==> src/rtl/calc_executor.sv <==
// calc_executor: captures two unsigned operands on a synchronised rising edge
// of E, then runs add, absolute subtract or a sequential shift-add multiply.
// RESULT, NEG and ERR are registered; DONE pulses once per completed operation.
module calc_executor #(
  parameter int         WIDTH  = 4,
  parameter logic [3:0] OP_ADD = 4'b1010,
  parameter logic [3:0] OP_SUB = 4'b1011,
  parameter logic [3:0] OP_MUL = 4'b1100
) (
  input  logic                 CLOCK_50,
  input  logic                 RESET_N,
  input  logic [3:0]           OP,
  input  logic                 E,
  input  logic [WIDTH-1:0]     A,
  input  logic [WIDTH-1:0]     B,
  output logic [2*WIDTH-1:0]   RESULT,
  output logic                 NEG,
  output logic                 ERR,
  output logic                 BUSY,
  output logic                 DONE
);

  localparam int RW = 2 * WIDTH;
  localparam int CW = $clog2(WIDTH + 1);

  typedef enum logic [1:0] {IDLE, EXEC, MUL, FIN} state_t;

  state_t            state, state_d;
  logic              e_s1, e_s2, e_prev;
  logic              rise, capture;
  logic [3:0]        op_q;
  logic [WIDTH-1:0]  a_q, b_q;
  logic [RW-1:0]     a_ext, b_ext;
  logic [RW-1:0]     acc, mcand;
  logic [WIDTH-1:0]  mplier;
  logic [CW-1:0]     cnt;

  assign rise    = e_s2 & ~e_prev;
  assign capture = rise && (state == IDLE);
  assign a_ext   = {{WIDTH{1'b0}}, a_q};
  assign b_ext   = {{WIDTH{1'b0}}, b_q};

  // Two-flop synchroniser for E plus a history flop for rising-edge detection.
  // NOTE: sequential state uses non-blocking assignments so every flop samples
  // pre-edge values; blocking here would collapse the synchroniser chain.
  always_ff @(posedge CLOCK_50 or negedge RESET_N) begin
    if (!RESET_N) begin
      e_s1   <= 1'b0;
      e_s2   <= 1'b0;
      e_prev <= 1'b0;
    end else begin
      e_s1   <= E;
      e_s2   <= e_s1;
      e_prev <= e_s2;
    end
  end

  // FSM state register.
  always_ff @(posedge CLOCK_50 or negedge RESET_N) begin
    if (!RESET_N) state <= IDLE;
    else          state <= state_d;
  end

  // Next-state logic.
  // NOTE: state_d gets a default before the case so no path leaves it
  // unassigned, which would otherwise infer a latch.
  always_comb begin
    state_d = state;
    unique case (state)
      IDLE: if (capture) state_d = EXEC;
      EXEC: state_d = (op_q == OP_MUL) ? MUL : IDLE;
      MUL:  if (cnt == CW'(1)) state_d = FIN;
      FIN:  state_d = IDLE;
      default: state_d = IDLE;
    endcase
  end

  // Operand capture, arithmetic datapath and registered outputs.
  always_ff @(posedge CLOCK_50 or negedge RESET_N) begin
    if (!RESET_N) begin
      op_q   <= '0;
      a_q    <= '0;
      b_q    <= '0;
      acc    <= '0;
      mcand  <= '0;
      mplier <= '0;
      cnt    <= '0;
      RESULT <= '0;
      NEG    <= 1'b0;
      ERR    <= 1'b0;
      BUSY   <= 1'b0;
      DONE   <= 1'b0;
    end else begin
      DONE <= 1'b0;
      unique case (state)
        IDLE: begin
          if (capture) begin
            op_q <= OP;
            a_q  <= A;
            b_q  <= B;
            BUSY <= 1'b1;
            NEG  <= 1'b0;
            ERR  <= 1'b0;
          end
        end
        EXEC: begin
          if (op_q == OP_MUL) begin
            acc    <= '0;
            mcand  <= a_ext;
            mplier <= b_q;
            cnt    <= CW'(WIDTH);
          end else begin
            DONE <= 1'b1;
            BUSY <= 1'b0;
            if (op_q == OP_ADD) begin
              RESULT <= a_ext + b_ext;
            end else if (op_q == OP_SUB) begin
              if (a_q >= b_q) begin
                RESULT <= a_ext - b_ext;
                NEG    <= 1'b0;
              end else begin
                RESULT <= b_ext - a_ext;
                NEG    <= 1'b1;
              end
            end else begin
              RESULT <= '0;
              ERR    <= 1'b1;
            end
          end
        end
        MUL: begin
          if (mplier[0]) acc <= acc + mcand;
          mcand  <= mcand << 1;
          mplier <= mplier >> 1;
          cnt    <= cnt - CW'(1);
        end
        FIN: begin
          RESULT <= acc;
          DONE   <= 1'b1;
          BUSY   <= 1'b0;
        end
        default: ;
      endcase
    end
  end

endmodule

==> config.mk <==
export PLATFORM = sky130hd
export DESIGN_NAME = calc_executor
export DESIGN_NICKNAME = d
export VERILOG_FILES = /design/src/rtl/calc_executor.sv
export SDC_FILE = /design/constraint.sdc
export NUM_CORES = 1
export LEC_CHECK = 0
export ABC_CLOCK_PERIOD_IN_PS = 2200
export BUFFER_PORTS_ARGS = -buffer_cell sky130_fd_sc_hd__buf_4
export CAP_MARGIN = 15
export CORE_ASPECT_RATIO = 1.2
export CORE_UTILIZATION = 30
export DETAILED_ROUTE_END_ITERATION = 16
export PLACE_DENSITY = 0.55
export REMOVE_ABC_BUFFERS = 1
export SLEW_MARGIN = 15
export SYNTH_ARGS = -nofsm -noshare
export SYNTH_HDL_FRONTEND = slang
export SYNTH_SLANG_ARGS = --single-unit
export TNS_END_PERCENT = 100
==> constraint.sdc <==
create_clock -name CLOCK_50 -period 2.2 [get_ports CLOCK_50]
set_input_delay 0.11 -clock CLOCK_50 [delete_from_list [all_inputs] [get_ports CLOCK_50]]
set_output_delay 0.11 -clock CLOCK_50 [all_outputs]
set_load 0.01 [all_outputs]
==> insert_results.sql, run 1 <==
INSERT INTO impl_metrics (metric_group, metric, value, unit) VALUES
('drt', 'drtPass1Iterations', '4', ''),
('grt', 'track_usage', '13.4', '%'),
('die', 'design.die.area', '0.0100', 'mm2'),
('worst_setup_path', 'start_kind', 'flop', ''),
('synth', 'netlist_top_cells_count', '52 x sky130_fd_sc_hd__dfrtp_1, 36 x sky130_fd_sc_hd__o21ai_0, 35 x sky130_fd_sc_hd__nand2_1', ''),
('clock_network', 'number_of_buffers_on_the_longest_clock_path', '2', ''),
('synth', 'synth-async-reset-ratio', '100', '%'),
('worst_setup_path', 'crit_required', '2.45', 'ns'),
('drt', 'route.final.wire_length', '6.25', 'mm'),
('clock_network', 'clock_latency', '0.31', 'ns'),
('drt', 'detailed_route_via_count', '2195', ''),
('sta', 'timing.max_slew.rel_slack', '55.2', '%'),
('synth', 'synth_area_per_cell', '9.73', 'um2'),
('worst_setup_path', 'regToRegStartpoint', 'a_q[0]', ''),
('power', 'total_power_consumption', '3.45', 'mW'),
('sta', 'tightestPinTransition', '0.672', 'ns'),
('worst_setup_path', 'end_kind', 'flop', ''),
('cells_and_area', 'syn_to_final_growth', '17.1', '%'),
('die', 'ios', '27', ''),
('cells_and_area', 'antenna-diode-count', '0', ''),
('sta', 'finalClockSkew', '0.00709', 'ns'),
('grt', 'grt_max_degree', '53', ''),
('drt', 'drt_iter0_markers', '87', ''),
('worst_setup_path', 'worst-path-buf-inv', '2', ''),
('drt', 'dr_wl_met3', '192', 'um'),
('drt', 'wl_per_cell', '14.0', 'um'),
('clock_network', 'cts_buffers', '5', ''),
('drt', 'wl_met1', '2.96', 'mm'),
('grt', 'initial_antenna_violation_count', '0', ''),
('drt', 'drc_violations', '0', ''),
('cells_and_area', 'multi_input_comb_area', '0.00147', 'mm2'),
('sta', 'timing.setup.tns', '0', 'ns'),
('worst_setup_path', 'crit_path_start', 'a_q[0]', ''),
('clock_network', 'clock_tree.root_cell', 'sky130_fd_sc_hd__clkbuf_8', ''),
('outcome', 'run_status', 'completed', ''),
('sta', 'setup_slack', '0.158', 'ns'),
('cells_and_area', 'regArea', '0.00130', 'mm2'),
('sta', 'final_max_slew_viol_count', '0', ''),
('sta', 'grt_setup_unrepaired', 'no', ''),
('die', 'core', '0.00918', 'mm2'),
('synth', 'mappedNetlistArea', '0.00288', 'mm2'),
('clock_network', 'cts_num_sinks', '52', ''),
('grt', 'wire_length_of_the_first_global_routing_pass', '10.5', 'mm'),
('worst_setup_path', 'critPathSlowestCell', 'sky130_fd_sc_hd__dfrtp_1', ''),
('clock_network', 'tritoncts', 'yes', ''),
('cells_and_area', 'final_layout_fill_cell_count', '912', ''),
('clock_network', 'clk_pin_slew_worst_paths', '0.10', 'ns'),
('worst_setup_path', 'worstPathArrival', '2.30', 'ns'),
('worst_hold_path', 'hp-class', 'in2reg', ''),
('worst_setup_path', 'depth_of_the_critical_timing_path_with_buffers_and_inverters_included', '9', ''),
('grt', 'grt_overflow_total', '0', ''),
('synth', 'synthesis.yosys.warnings', '0', ''),
('synth', 'netlist_top_cells_area', 'sky130_fd_sc_hd__dfrtp_1 45%, sky130_fd_sc_hd__ha_1 9.1%, sky130_fd_sc_hd__o21ai_0 6.3%', ''),
('sta', 'finalSetupViolCount', '0', ''),
('worst_setup_path', 'cells_traversed_along_the_worst_timing_path', 'inv_2 -> ha_1 -> inv_1 -> fa_1 -> a21o_1 -> nand2_1 -> a21oi_1 -> a2111oi_4 -> a221o_1', ''),
('die', 'number_of_core_rows', '38', ''),
('die', 'die-width', '91.4', 'um'),
('cells_and_area', 'nets', '365', ''),
('worst_setup_path', 'timing.critical_path.max_delay_family', 'compound AO/OA/AOI/OAI gates', ''),
('cells_and_area', 'final_cells', '446', ''),
('drt', 'drt_antenna_net_count', '0', ''),
('synth', 'yosys.area_share.simple', '14.3', '%'),
('power', 'cellLeakagePower', '1.57', 'nW'),
('sta', 'max_freq', '490', 'MHz'),
('worst_setup_path', 'critical_path.max_fanout', '4', ''),
('synth', 'post_synth_xor_area_fraction', '2.13', '%'),
('cells_and_area', 'post_route_cells_drive_above_1_share', '19.0', '%'),
('worst_setup_path', 'endpoint_of_the_worst_setup_timing_path', 'RESULT[5]', ''),
('synth', 'synth_compound_area_share', '19.3', '%'),
('worst_setup_path', 'kind_of_critical_path', 'reg2reg', ''),
('job', 'drv.max_cap_violation_count', '0', '');
## cells by family after synthesis
group           after synthesis
buf+inv                      34
simple gates                 85
fa+ha+maj                    25
xor+xnor                      7
mux                           6
flops                        52
compound gates               87
## worst min path at each step
stage / start / to / cells past startpoint
CTS: B[1] / b_q[1] / 3
floorplan: RESET_N / BUSY / 0
finish: B[1] / b_q[1] / 3
global placement: RESET_N / mplier[1] / 1
global route: B[0] / b_q[0] / 3
detailed placement: RESET_N / mplier[1] / 1
## layout by cell type, fill, tap and decap left out, drive strengths merged, types with 2 or more instances in the layout
master,synthesis,final
a31oi,3,3
xnor2,3,3
clkinv,1,2
mux2i,2,2
o21ai,36,36
fa,4,4
a21o,5,5
dfrtp,52,52
o21a,3,3
nor2b,7,7
nand2,36,36
mux2,4,4
dlygate4sd3,0,3
inv,18,19
o211ai,2,2
nor2,16,16
nor3,4,4
buf,10,34
o21bai,4,4
nand2b,2,2
nand3,15,15
clkbuf,5,5
a21oi,18,18
ha,21,21
a221o,3,3
a211oi,2,2
xor2,4,4
## sequential cells by signal, summed over array words and instances (netlist names), 3 cells and up, named ones only
name	cells
b_q	4
mcand	8
cnt	3
RESULT	8
mplier	4
a_q	4
acc	8
op_q	4
## worst reg2reg max path, delay by kind of cell (launching register included)
kind	cells	cell delay, ns
DFF	1	0.45
buffers and inverters	2	0.18
AOI/OAI and AO/OA	4	0.74
adders and majority gates	2	0.55
and+or+nand+nor	1	0.07
## cell type report
class	instances	area share [%]
clock inverters	3	0.631
repair buffers	37	8.46
well taps	120	4.45
flip-flops and latches	52	38.6
clock buffers	5	2.04
inverters	19	2.12
multi-input cells	210	43.7
## metrics by stage
stage / util, % / hold slack (ns) / cell area, um2
2_1_floorplan: - / -0.186 / 2810
3_3_place_gp: 35.2 / 0.190 / 3230
3_5_place_dp: 35.2 / 0.197 / 3230
4_1_cts: 36.5 / 0.000546 / 3350
5_1_grt: 36.7 / 0.00714 / 3370
6_report: 36.7 / 0.00594 / 3370
## power breakdown
group / total, mW / switching, mW / internal, mW / leakage [nW]
Combinational: 1.44 / 0.782 / 0.661 / 0.848
Sequential: 1.44 / 0.232 / 1.21 / 0.681
Clock: 0.572 / 0.345 / 0.227 / 0.0445
## layer usage
metal	global-route usage, %	up-vias
met2	23.8	41
met4	4.20	0
met1	16.7	1057
li1	-	1093
met3	2.21	4
met5	0	-
## timing repair
item / in CTS / in global routing
endpoints found under the setup margin: 1 / 5
hold buffers: 3 / 0
pin swaps: 1 / 1
endpoints found under the hold margin: 54 / 0
gates resized for setup: 0 / 9
buffers inserted: 0 / 0
Note: power is estimated with default switching activity, not from simulation.
==> inputs of run 2 (changes only) <==
--- a/config.mk
+++ b/config.mk
@@ -11,8 +11,9 @@
 export CORE_ASPECT_RATIO = 1.2
 export CORE_UTILIZATION = 30
 export DETAILED_ROUTE_END_ITERATION = 16
-export PLACE_DENSITY = 0.55
+export PLACE_DENSITY = 0.52
 export REMOVE_ABC_BUFFERS = 1
+export SETUP_SLACK_MARGIN = 0.2
 export SLEW_MARGIN = 15
 export SYNTH_ARGS = -nofsm -noshare
 export SYNTH_HDL_FRONTEND = slang
==> run 2 against run 1 <==
Power grew 7.7%. Non-clock buffer count grew 16. Register-to-register slack gained 0.04 ns. Global-route usage grew 0.83 points. Cell count grew 3.6%. Maximum frequency grew 2.1%. Sequential share of layout area shrank 2.2 points. Core utilization grew 2.3 points. Clock-buffer cell count is the same. First-iteration DRC count shrank 9.2%. Critical endpoint is now RESULT[6]. Largest power group is now combinational cells.
==> insert_results.sql, run 2 (same netlist as run 1, synthesis figures left out) <==
INSERT INTO impl_metrics (metric_group, metric, value, unit) VALUES
('worst_setup_path', 'end_kind', 'flop', ''),
('worst_hold_path', 'worstHoldPathCells', '2', ''),
('worst_setup_path', 'critical_path.max_fanout', '4', ''),
('power', 'pwr_density_cell', '1040', 'mW/mm2'),
('grt', 'first_global_vias', '2276', ''),
('drt', 'route.final.wire_length', '6.48', 'mm'),
('cells_and_area', 'layout_commonest_cell', 'sky130_fd_sc_hd__dfrtp_1', ''),
('cells_and_area', 'nets', '381', ''),
('cells_and_area', 'final_cell_mix', '51 x sky130_fd_sc_hd__dfrtp_1, 45 x sky130_fd_sc_hd__buf_4, 35 x sky130_fd_sc_hd__nand2_1', ''),
('worst_setup_path', 'worstPathArrival', '2.26', 'ns'),
('power', 'cellLeakagePower', '1.65', 'nW'),
('grt', 'wire_length_of_the_first_global_routing_pass', '11.1', 'mm'),
('cells_and_area', 'syn_to_final_growth', '24.4', '%'),
('drt', 'drt_antenna_net_count', '0', ''),
('power', 'total_power_consumption', '3.72', 'mW'),
('die', 'core', '0.00918', 'mm2'),
('die', 'ios', '27', ''),
('die', 'number_of_core_rows', '38', ''),
('placed_design', 'count_of_buffers_from_port_buffering', '26', ''),
('cells_and_area', 'antenna-diode-count', '0', ''),
('outcome', 'run_status', 'completed', ''),
('clock_network', 'h-tree-depth', '2', ''),
('sta', 'post-route-period-util', '90.9', '%'),
('clock_network', 'cts_num_sinks', '52', ''),
('worst_setup_path', 'ff2ff_setup_slack', '0.20', 'ns'),
('clock_network', 'number_of_buffers_on_the_longest_clock_path', '2', ''),
('cells_and_area', 'reg_top3', 'RESULT x8, acc x8, mcand x8', ''),
('grt', 'grt_overflow_total', '0', ''),
('placed_design', 'post-dp-hpwl', '4.63', 'mm'),
('die', 'start_util', '31.4', '%'),
('sta', 'finalClockSkew', '0.00702', 'ns'),
('sta', 'timing_hold_violations_final', '0', ''),
('worst_setup_path', 'crit_path_start', 'a_q[0]', ''),
('clock_network', 'cts_buffers', '5', ''),
('drt', 'detailed_route_via_count', '2202', ''),
('worst_setup_path', 'crit_required', '2.46', 'ns'),
('worst_setup_path', 'kind_of_critical_path', 'reg2reg', ''),
('clock_network', 'clk_pin_slew_worst_paths', '0.11', 'ns'),
('worst_hold_path', 'timing.hold.worst_endpoint', 'op_q[0]', ''),
('grt', 'initial_antenna_violation_count', '0', ''),
('cells_and_area', 'post_route_cells_drive_above_1_share', '24.9', '%'),
('grt', 'track_usage', '14.2', '%'),
('worst_setup_path', 'crit-reg2reg-capture', 'RESULT[6]', ''),
('sta', 'max_freq', '500', 'MHz'),
('sta', 'timing.max_slew.rel_slack', '55.3', '%'),
('die', 'die_h', '109', 'um'),
('sta', 'tightestPinTransition', '0.670', 'ns'),
('sta', 'final_max_slew_viol_count', '0', ''),
('cells_and_area', 'final_layout_fill_cell_count', '918', ''),
('placed_design', 'gp_congestion', '0.827', ''),
('drt', 'drtPass1Iterations', '4', ''),
('worst_setup_path', 'regToRegStartpoint', 'a_q[0]', ''),
('drt', 'drt_iter0_markers', '79', ''),
('clock_network', 'tritoncts', 'yes', ''),
('sta', 'finalCriticalPeriod', '2.00', 'ns'),
('worst_hold_path', 'hold_start', 'OP[0]', ''),
('worst_setup_path', 'start_kind', 'flop', ''),
('die', 'die-width', '91.4', 'um'),
('sta', 'timing.setup.tns', '0', 'ns'),
('drt', 'wl_per_cell', '14.0', 'um'),
('cells_and_area', 'final_util', '39.1', '%'),
('die', 'design.die.area', '0.0100', 'mm2'),
('drt', 'drc_violations', '0', ''),
('grt', 'grt_max_degree', '53', ''),
('worst_hold_path', 'hp-class', 'in2reg', ''),
('clock_network', 'clock_latency', '0.32', 'ns'),
('job', 'drv.max_cap_violation_count', '0', ''),
('placed_design', 'placement.cell_area', '0.00322', 'mm2'),
('sta', 'finalSetupViolCount', '0', ''),
('sta', 'grt_setup_unrepaired', 'yes', ''),
('clock_network', 'clock_tree.root_cell', 'sky130_fd_sc_hd__clkbuf_8', ''),
('cells_and_area', 'final_cell_area', '0.00358', 'mm2'),
('drt', 'vias_per_cell', '4.77', ''),
('power', 'power.ir.vdd_worst', '0.000305', 'V'),
('worst_setup_path', 'rr_worst_depth', '9', '');
[run 2: changes by cell type in the layout (fill, tap and decap cells not counted), sizes merged]
cell / change
buf: +12
clkinv: -1
dlygate4sd3: +4
inv: +1
[run 2: worst max-delay path by stage]
stage                      endpoint  slack [ns]  depth (start not counted)
final                     RESULT[6]        0.20                          9
after global placement    RESULT[7]        0.03                          9
after detailed placement  RESULT[6]      -0.006                          9
after global routing      RESULT[7]        0.11                          9
after CTS                 RESULT[6]        0.18                          9
after floorplan             op_q[0]        0.08                          2
[run 2: final cells by class]
type	count	area, um2	area share (%)
Tap cell	120	150	4.19
Timing Repair Buffer	53	419	11.7
Inverter	19	71.3	1.99
Multi-Input combinational cell	210	1550	43.2
Sequential cell	52	1300	36.3
Clock buffer	5	68.8	1.92
Clock inverter	3	25.0	0.698
[run 2: repair_timing]
action                     4_1_cts  5_1_grt
setup endpoints to repair        5        8
hold endpoints to repair        58        0
buffers inserted                 7        6
pin swaps                        7        6
hold buffers                     7        0
gates resized for setup         21        7
[run 2: critical path, cell delays in order (launching register included)]
cell                        delay [ns]
sky130_fd_sc_hd__dfrtp_1          0.42
sky130_fd_sc_hd__buf_6            0.12
sky130_fd_sc_hd__ha_4             0.12
sky130_fd_sc_hd__inv_2            0.04
sky130_fd_sc_hd__fa_2             0.36
sky130_fd_sc_hd__a21o_1           0.16
sky130_fd_sc_hd__a21o_1           0.17
sky130_fd_sc_hd__a2111oi_4        0.28
sky130_fd_sc_hd__buf_4            0.18
sky130_fd_sc_hd__a221o_1          0.10
[run 2: stage by stage]
step,hold slack [ns],instances,setup WS [ns]
after floorplan,-0.186,281,0.0844
after global placement,0.193,434,0.0348
after detailed placement,0.196,434,-0.00582
after CTS,0.00686,456,0.180
after global routing,0.000954,462,0.111
final,0.0156,462,0.200
[run 2: per-layer routing]
metal  GRT usage [%]  wire length (um)  up-vias
met2            25.1              3190       29
met3            2.42               153        7
li1                -                 -     1116
met5               0                 0        -
met4            5.78               128        0
met1            17.3              3000     1050
[run 2: where the power goes]
group          switching [mW]  internal (mW)  total, mW
registers               0.235           1.21       1.44
clock network           0.361          0.233      0.594
logic                   0.861          0.823       1.68
total                    1.46           2.26       3.72
